### src/rtl/drum_mac_if.sv
// Stream bundle for drum_mac_pipe: operand beats in, product/accumulator beats out.
// master drives operands and out_ready; slave is the MAC unit.
interface drum_mac_if #(
    parameter int N     = 8,
    parameter int M     = 8,
    parameter int ACC_W = 20
);
    logic             in_valid;
    logic             in_ready;
    logic [N-1:0]     in_a;
    logic [M-1:0]     in_b;
    logic             in_exact;
    logic             in_clr;
    logic             out_valid;
    logic             out_ready;
    logic [N+M-1:0]   out_prod;
    logic [ACC_W-1:0] out_acc;
    logic             out_ovf;

    modport master (
        output in_valid, in_a, in_b, in_exact, in_clr, out_ready,
        input  in_ready, out_valid, out_prod, out_acc, out_ovf
    );

    modport slave (
        input  in_valid, in_a, in_b, in_exact, in_clr, out_ready,
        output in_ready, out_valid, out_prod, out_acc, out_ovf
    );
endinterface

### src/rtl/drum_mac_pipe.sv
// Three-stage signed DRUM approximate multiply-accumulate with valid/ready streams.
// Define DRUM_ACC_SAT_EN to saturate the accumulator on overflow instead of wrapping.
module drum_mac_pipe #(
    parameter int K     = 6,
    parameter int N     = 8,
    parameter int M     = 8,
    parameter int ACC_W = 20
) (
    input  logic      clk,
    input  logic      rst,
    drum_mac_if.slave bus
);
    localparam int W  = (N > M) ? N : M;
    localparam int LW = $clog2(W);
    localparam int SW = LW + 1;
    localparam int PW = N + M;

    function automatic logic [LW-1:0] lead_one(input logic [W-1:0] v);
        lead_one = '0;
        for (int i = 0; i < W; i++)
            if (v[i]) lead_one = LW'(i);
    endfunction

    // Keep the K-1 bits starting at the leading one and force the next bit to 1,
    // which centres the truncation error and keeps the approximation unbiased.
    function automatic logic [K-1:0] seg_of(input logic [W-1:0] mag, input logic [LW-1:0] l);
        logic [W-1:0] sh;
        sh = mag >> ((int'(l) > K - 1) ? (int'(l) - K + 1) : 0);
        if (int'(l) <= K - 1) seg_of = mag[K-1:0];
        else                  seg_of = sh[K-1:0] | K'(1) | (K'(1) << (K - 1));
    endfunction

    function automatic logic [SW-1:0] shift_of(input logic [LW-1:0] l);
        shift_of = (int'(l) > K - 1) ? SW'(int'(l) - K + 1) : '0;
    endfunction

    logic adv;
    assign adv          = !bus.out_valid || bus.out_ready;
    assign bus.in_ready = adv;

    // S1: sign, magnitudes, leading-one positions
    logic [W-1:0]  mag_a, mag_b;
    logic          s1_valid, s1_sign, s1_exact, s1_clr;
    logic [W-1:0]  s1_mag_a, s1_mag_b;
    logic [LW-1:0] s1_la, s1_lb;

    // NOTE: every always_comb output gets a default first so no path can infer a latch.
    always_comb begin
        mag_a = '0;
        mag_b = '0;
        mag_a[N-1:0] = bus.in_a[N-1] ? (~bus.in_a + N'(1)) : bus.in_a;
        mag_b[M-1:0] = bus.in_b[M-1] ? (~bus.in_b + M'(1)) : bus.in_b;
    end

    // NOTE: sequential state uses non-blocking assignments so all stages sample
    // the pre-edge values of their predecessors.
    // NOTE: the datapath registers are few and small, so they are reset along with
    // the valid bits; this keeps out_prod/out_acc at zero straight out of reset.
    always_ff @(posedge clk or posedge rst) begin
        if (rst) begin
            s1_valid <= 1'b0;
            s1_sign  <= 1'b0;
            s1_exact <= 1'b0;
            s1_clr   <= 1'b0;
            s1_mag_a <= '0;
            s1_mag_b <= '0;
            s1_la    <= '0;
            s1_lb    <= '0;
        end else if (adv) begin
            s1_valid <= bus.in_valid;
            if (bus.in_valid) begin
                s1_sign  <= bus.in_a[N-1] ^ bus.in_b[M-1];
                s1_exact <= bus.in_exact;
                s1_clr   <= bus.in_clr;
                s1_mag_a <= mag_a;
                s1_mag_b <= mag_b;
                s1_la    <= lead_one(mag_a);
                s1_lb    <= lead_one(mag_b);
            end
        end
    end

    // S2: exact or DRUM magnitude product
    logic [K-1:0]  seg_a, seg_b;
    logic [SW-1:0] sh_a, sh_b;
    logic [PW-1:0] p_approx, p_exact;
    logic          s2_valid, s2_sign, s2_clr;
    logic [PW-1:0] s2_p;

    always_comb begin
        seg_a    = seg_of(s1_mag_a, s1_la);
        seg_b    = seg_of(s1_mag_b, s1_lb);
        sh_a     = shift_of(s1_la);
        sh_b     = shift_of(s1_lb);
        p_approx = (PW'(seg_a) * PW'(seg_b)) << (sh_a + sh_b);
        p_exact  = PW'(s1_mag_a) * PW'(s1_mag_b);
    end

    always_ff @(posedge clk or posedge rst) begin
        if (rst) begin
            s2_valid <= 1'b0;
            s2_sign  <= 1'b0;
            s2_clr   <= 1'b0;
            s2_p     <= '0;
        end else if (adv) begin
            s2_valid <= s1_valid;
            if (s1_valid) begin
                s2_sign <= s1_sign;
                s2_clr  <= s1_clr;
                s2_p    <= s1_exact ? p_exact : p_approx;
            end
        end
    end

    // S3: apply sign, accumulate, track sticky overflow
    logic [PW-1:0]    p_signed;
    logic [ACC_W-1:0] ext, sum, acc_next;
    logic             add_ovf, ovf_next;

    always_comb begin
        p_signed = s2_sign ? (~s2_p + PW'(1)) : s2_p;
        ext      = ACC_W'($signed(p_signed));
        sum      = bus.out_acc + ext;
        add_ovf  = (bus.out_acc[ACC_W-1] == ext[ACC_W-1]) && (sum[ACC_W-1] != ext[ACC_W-1]);
        acc_next = sum;
        ovf_next = bus.out_ovf | add_ovf;
        if (s2_clr) begin
            acc_next = ext;
            ovf_next = 1'b0;
        end
`ifdef DRUM_ACC_SAT_EN
        else if (add_ovf) begin
            // Both addends share a sign on overflow, so ext gives the true direction.
            acc_next = ext[ACC_W-1] ? {1'b1, {(ACC_W-1){1'b0}}} : {1'b0, {(ACC_W-1){1'b1}}};
        end
`endif
    end

    always_ff @(posedge clk or posedge rst) begin
        if (rst) begin
            bus.out_valid <= 1'b0;
            bus.out_prod  <= '0;
            bus.out_acc   <= '0;
            bus.out_ovf   <= 1'b0;
        end else if (adv) begin
            bus.out_valid <= s2_valid;
            if (s2_valid) begin
                bus.out_prod <= p_signed;
                bus.out_acc  <= acc_next;
                bus.out_ovf  <= ovf_next;
            end
        end
    end
endmodule

### src/flat_wrapper.sv
// flat-port wrapper written by rule: the top's interface ports become plain ports
module drum_mac_pipe_flat 
#(
    parameter int K     = 6,
    parameter int N     = 8,
    parameter int M     = 8,
    parameter int ACC_W = 20
)
  (clk, rst, bus_in_valid, bus_in_a, bus_in_b, bus_in_exact, bus_in_clr, bus_out_ready, bus_in_ready, bus_out_valid, bus_out_prod, bus_out_acc, bus_out_ovf);
  drum_mac_if #(.N(N), .M(M), .ACC_W(ACC_W)) bus_i ();
  input  logic clk;
  input  logic rst;
  input wire logic [$bits(bus_i.in_valid)-1:0] bus_in_valid;
  input wire logic [$bits(bus_i.in_a)-1:0] bus_in_a;
  input wire logic [$bits(bus_i.in_b)-1:0] bus_in_b;
  input wire logic [$bits(bus_i.in_exact)-1:0] bus_in_exact;
  input wire logic [$bits(bus_i.in_clr)-1:0] bus_in_clr;
  input wire logic [$bits(bus_i.out_ready)-1:0] bus_out_ready;
  output wire logic [$bits(bus_i.in_ready)-1:0] bus_in_ready;
  output wire logic [$bits(bus_i.out_valid)-1:0] bus_out_valid;
  output wire logic [$bits(bus_i.out_prod)-1:0] bus_out_prod;
  output wire logic [$bits(bus_i.out_acc)-1:0] bus_out_acc;
  output wire logic [$bits(bus_i.out_ovf)-1:0] bus_out_ovf;
  assign bus_i.in_valid = bus_in_valid;
  assign bus_i.in_a = bus_in_a;
  assign bus_i.in_b = bus_in_b;
  assign bus_i.in_exact = bus_in_exact;
  assign bus_i.in_clr = bus_in_clr;
  assign bus_i.out_ready = bus_out_ready;
  assign bus_in_ready = bus_i.in_ready;
  assign bus_out_valid = bus_i.out_valid;
  assign bus_out_prod = bus_i.out_prod;
  assign bus_out_acc = bus_i.out_acc;
  assign bus_out_ovf = bus_i.out_ovf;
  drum_mac_pipe #(.K(K), .N(N), .M(M), .ACC_W(ACC_W)) u_core (.clk(clk), .rst(rst), .bus(bus_i));
endmodule
### config.mk
export PLATFORM = sky130hd
export DESIGN_NAME = drum_mac_pipe_flat
export DESIGN_NICKNAME = d
export VERILOG_FILES = /design/src/rtl/drum_mac_if.sv /design/src/rtl/drum_mac_pipe.sv /design/src/flat_wrapper.sv
export SDC_FILE = /design/constraint.sdc
export NUM_CORES = 1
export LEC_CHECK = 0
export ABC_AREA = 1
export CAP_MARGIN = 40
export CORE_ASPECT_RATIO = 1.4
export CORE_MARGIN = 4
export CORE_UTILIZATION = 50
export DETAILED_ROUTE_END_ITERATION = 8
export GPL_TIMING_DRIVEN = 0
export HOLD_SLACK_MARGIN = 0.05
export PLACE_DENSITY_LB_ADDON = 0.2
export SLEW_MARGIN = 30
export SYNTH_ARGS = -nofsm -noshare
export SYNTH_HDL_FRONTEND = slang
export SYNTH_SLANG_ARGS = --single-unit
### constraint.sdc
create_clock -name clk -period 7 [get_ports clk]
set_input_delay 1.4 -clock clk [delete_from_list [all_inputs] [get_ports clk]]
set_output_delay 1.4 -clock clk [all_outputs]
set_load 0.05 [all_outputs]
After elaboration in Yosys (flattened, before gate mapping):

Cells that the tools add are included.

* bits in registers: 83
* input bits: 22
* output and inout port bits: 39
* word-level logic and storage cells: 73

* add/sub/neg operators: 9
* $mul: 2
* order comparisons: 4
* equality and inequality tests: 2
* shifts and indexed selects: 3
* multiplexer cells: 26
* bitwise operators: 5
* reduce and logical (&&, ||, !) cells: 6

Operators with widths (number)
* 32-bit by 2-bit adder with 32-bit output, second input constant: 2
* 32-bit 2-to-1 mux: 2
* 8-bit by 32-bit >> shifter with 5-bit output: 2
* 16-bit 2-to-1 mux: 2
* 3-bit 2-to-1 mux: 8
* 20-bit adder: 1
* 20-bit 2-to-1 mux: 1
* 16-bit by 1-bit adder with 16-bit output, second input constant: 1
* 8-bit by 1-bit adder with 8-bit output, second input constant: 2
* 8-bit by 8-bit multiplier with 16-bit output: 1
* 8-bit 2-to-1 mux: 2
* 16-bit NOT: 1
* 8-bit NOT: 2
* 12-bit by 4-bit left shift with 16-bit output: 1
* 6-bit by 6-bit multiplier with 12-bit output: 1
* 6-bit 2-to-1 mux: 2
* 2-bit 2-to-1 mux: 4
* 4-bit 2-to-1 mux: 2
* 3-bit by 3-bit subtractor with 4-bit output, second input constant: 2
* 3-bit greater-than comparator, second input constant: 2
* 3-bit <= comparator, second input constant: 2
* 2-bit AND reduction: 3
* 4-bit adder: 1
* 1-bit 2-to-1 mux: 3
* other kinds (7): 7

Longest topological paths before layout:

* word-level depth: 10
* depth in mapped cells: 37
* mapped depth without buffers: 37

Least setup slack after synthesis:

Ideal clock, no wire load.

* kind: flip-flop to flip-flop
* start point: reg u_core.s1_la[1]
* end point: reg u_core.s2_p[15]
* library setup time: 116 ps
* arrival time: 4951 ps
* data required time: 6884 ps
* setup slack: 1933 ps
* stages on the path, launching flop included: 31
* path buffers: 0
* period minus slack after synthesis: 5067 ps
* cells stage by stage: dfrtp_1 inv_1 ha_1 inv_1 fa_1 nor3_1 nor2_2 nor2_1 inv_1 o21ai_0 inv_1 o21ai_0 nand2_1 inv_1 nand2_1 fa_1 fa_1 fa_1 inv_1 ha_1 or2_2 nand3_1 nand3_1 nand3_1 nand3_1 nand3_1 nand2_1 nand2_1 nand2_1 nand2_1 nand2_1

* cells in the longest elaborated chain, start to end: 8
* elaborated cells on any way between the ends: 12
* classes of those cells: 3 x add/sub; 1 x mul; 2 x order compare; 2 x shift; 4 x mux

RTL lines
* from (decl): RTL line drum_mac_pipe.sv:45 `logic [LW-1:0] s1_la, s1_lb;`
* from (signal assigned): RTL line drum_mac_pipe.sv:77 `s1_la <= lead_one(mag_a);`
* 3-bit by 3-bit subtractor with 4-bit output: RTL line drum_mac_pipe.sv:28, drum_mac_pipe.sv:34
* 32-bit by 2-bit adder with 32-bit output: RTL line drum_mac_pipe.sv:28 `sh = mag >> ((int'(l) > K - 1) ? (int'(l) - K + 1) : 0);`
* 32-bit 2-to-1 mux: RTL line drum_mac_pipe.sv:28
* 8-bit by 32-bit >> shifter with 5-bit output: RTL line drum_mac_pipe.sv:28
* 6-bit 2-to-1 mux: RTL line drum_mac_pipe.sv:29 `if (int'(l) <= K - 1) seg_of = mag[K-1:0];`
* 6-bit by 6-bit multiplier with 12-bit output: RTL line drum_mac_pipe.sv:95 `p_approx = (PW'(seg_a) * PW'(seg_b)) << (sh_a + sh_b);`
* 12-bit by 4-bit left shift with 16-bit output *: RTL line drum_mac_pipe.sv:95
* 16-bit 2-to-1 mux *: RTL line drum_mac_pipe.sv:110 `s2_p <= s1_exact ? p_exact : p_approx;`
* to (signal assigned): RTL line drum_mac_pipe.sv:110
* to (decl): RTL line drum_mac_pipe.sv:88 `logic [PW-1:0] s2_p;`

Mark *: on every way between the ends. The rest lies on a longest branch, timed or not.
A chain may end at the register's enable or synchronous reset.

Worst setup path after layout:

* start point: reg u_core.s1_la[1]
* end point: reg u_core.s2_p[13]

The elaborated chain is that of the path after synthesis.

==> flow_summary.json <==
{
  "synthesis.nets": 1618,
  "crit_top_cell": "nand3_1",
  "final_cells": 1773,
  "hold_path.class": "register to register",
  "die_w_um": 126.4,
  "worstSkewPairLatency_ns": 0.35,
  "gp_congestion": 0.9640,
  "htree_num_levels": 3,
  "hpwl_um": 22960,
  "via_per_inst": 5.336,
  "cts_tree": "built",
  "yosysMostFrequentCell": "nand2_1",
  "grt_max_degree": 54,
  "start_util": 0.5087,
  "ys.flop_type": "dfrtp_1",
  "first_pass_iters": 5,
  "fp-row-count": 60,
  "fp.dieH_um": 173.8,
  "area_growth_pct": 12.80,
  "endpoint_kind": "register",
  "fin_crit_ns": 5.776,
  "antenna_found_initial": 0,
  "synthTopCellsByArea": "dfrtp_1 (21%), nand2_1 (15%), fa_1 (12%)",
  "ys_seq_elements": 83,
  "slew_headroom": 0.4378,
  "cts-root-buf": "clkbuf_16",
  "syn_area_per_cell_um2": 6.778,
  "yosysSeqAreaShare": 0.2116,
  "holdBufCountCts": 0,
  "status": "completed",
  "hold_viol_final": 0,
  "grt_pass1_vias": 9518,
  "ys_types": 46,
  "ant_nets": 0,
  "synth.yosys.warnings": 0,
  "cts_sinks": 83,
  "core_mm2": 0.01929,
  "clockBufferDepth": 2,
  "yosys-top-cells-count": "nand2_1 (395), inv_1 (251), nor2_1 (116), nand3_1 (111), ha_1 (91)",
  "report.final.slew_viol_count": 0,
  "grt_pass1_wl_um": 44700,
  "cp_max_fo": 6,
  "clock.fmax_mhz": 173.1,
  "synthArstFlopShare": 1.000,
  "vias": 9460,
  "cts-buffers-inserted": 9,
  "pin_count": 61,
  "drtIter0Drc": 564,
  "synth_edf_count": 0,
  "setup_viol": 0,
  "max_stage_delay_ns": 0.55,
  "worst_pin_slew_ns": 0.8403,
  "finClkSkew_ns": 0.009188,
  "postRouteWirelength_um": 27400,
  "drc": 0,
  "fin_nets": 1690,
  "grt.overflow.total": 0,
  "fin_crit_sh": 0.8251,
  "port_buffers": 60,
  "cp-start-kind": "register",
  "cts_setup_buffers": 0,
  "diodes": 0,
  "cts_resized": 0,
  "critPathRequiredTime_ns": 7.23,
  "crit_path_top_delay_cell": "fa_1",
  "synth_area_leader_cell": "dfrtp_1",
  "fp.dieArea_mm2": 0.02197,
  "wire_per_inst_um": 15.45,
  "crit_arrival_ns": 6.01,
  "rsz0062_at_grt": "false",
  "clk_pin_slew_worst_paths_ns": 0.06,
  "syn_inst": 1448,
  "setup_tns_ns": 0,
  "syn_area_mm2": 0.009814,
  "layout-drive-gt1-share": 0.04066,
  "place_inst": 1757,
  "track_usage": 0.2512,
  "drv_cap": 0,
  "synth_top_area_frac": 0.2116,
  "path_class": "register to register"
}
==> routing by layer <==
layer  vias up  GRT usage  routed length, µm  share of wire
met5         -          0                  0              0
met4         0     0.1480               1737          0.063
met3       112    0.02528                819          0.030
met2       247     0.4863              14940           0.55
met1      4387     0.2533               9899           0.36
li1       4714          -                  -              -
==> area by class of cell <==
class	count	area (µm²)
inverters	258	985.9
well taps	248	310.3
fillers	1901	8223
plain buffers	36	147.6
repair buffers	61	628.1
clock buffers	11	252.7
flip-flops and latches	83	2077
clock inverters	5	60.06
multi-input cells	1071	6609
==> final timing paths <==
check | from | endpoint | slack [ns] | cells past startpoint
setup / recovery | u_core.s1_la[1] | u_core.s2_p[13] | 1.22 | 28
hold / removal | u_core.s2_valid | u_core.bus.out_valid | 0.48 | 2
setup reg to reg | u_core.s1_la[1] | u_core.s2_p[13] | 1.22 | 28
hold reg to reg | u_core.s2_valid | u_core.bus.out_valid | 0.48 | 2
max in group asynchronous | rst | u_core.s1_la[0] | 5.05 | 3
min in group asynchronous | rst | u_core.bus.out_acc[15] | 1.39 | 2
==> worst max-delay path: cells and delay by family, from the launching register on <==
kind	cells	cell delay (ns)
fa+ha+maj	6	2.44
flops	1	0.39
buf+inv	5	0.50
simple gates	13	1.70
compound gates	4	0.63
==> through the flow <==
stage          setup WS, ns  utilization  hold slack (ns)  area (µm²)
3_3_place_gp          1.309       0.5559           0.4563       10730
3_5_place_dp          1.293       0.5576           0.4649       10760
4_1_cts               1.260       0.5738           0.4823       11070
2_1_floorplan         1.933            -           0.4317        9814
5_1_grt              0.7299       0.5738           0.4991       11070
6_report              1.224       0.5738           0.4782       11070
==> cells by family (layout without fill, tap and decap cells) <==
family	after synthesis	after routing	share of synthesized area
AOI/OAI and AO/OA	204	204	0.1151
xor gates and xnor gates	33	33	0.03021
buffers and inverters	294	371	0.1150
and+or+nand+nor	686	686	0.2958
adders and majority gates	148	148	0.2323
DFF	83	83	0.2116
==> sequential cells by signal (all words and copies together), names as in the netlist, 3 cells and up <==
name                 count
u_core.s1_la             3
u_core.s1_lb             3
u_core.s1_mag_b          8
u_core.bus.out_acc      20
u_core.bus.out_prod     16
u_core.s1_mag_a          8
u_core.s2_p             16
==> layout by cell type, fill, tap and decap left out, types with 3 or more instances in the layout <==
cell type and n:
a21o_1 3, a21oi_1 67, a22oi_1 8, a31oi_1 8, buf_2 4, clkbuf_1 30
clkbuf_16 9, clkdlybuf4s50_1 60, dfrtp_1 83, fa_1 57, ha_1 91, inv_1 250
inv_2 4, nand2_1 395, nand2_2 9, nand3_1 111, nand3b_1 3, nand4_1 12
nor2_1 116, nor2_2 4, nor2_4 3, nor3_1 13, nor4_1 3, o21a_1 7
o21ai_0 88, o21ai_1 3, o21ai_2 3, o21bai_1 4, o22ai_1 4, or2_2 9
xnor2_1 12, xor2_1 20
Power is not shown: default switching activity piles up to over one toggle a cycle in this logic, so the estimate is an artifact.
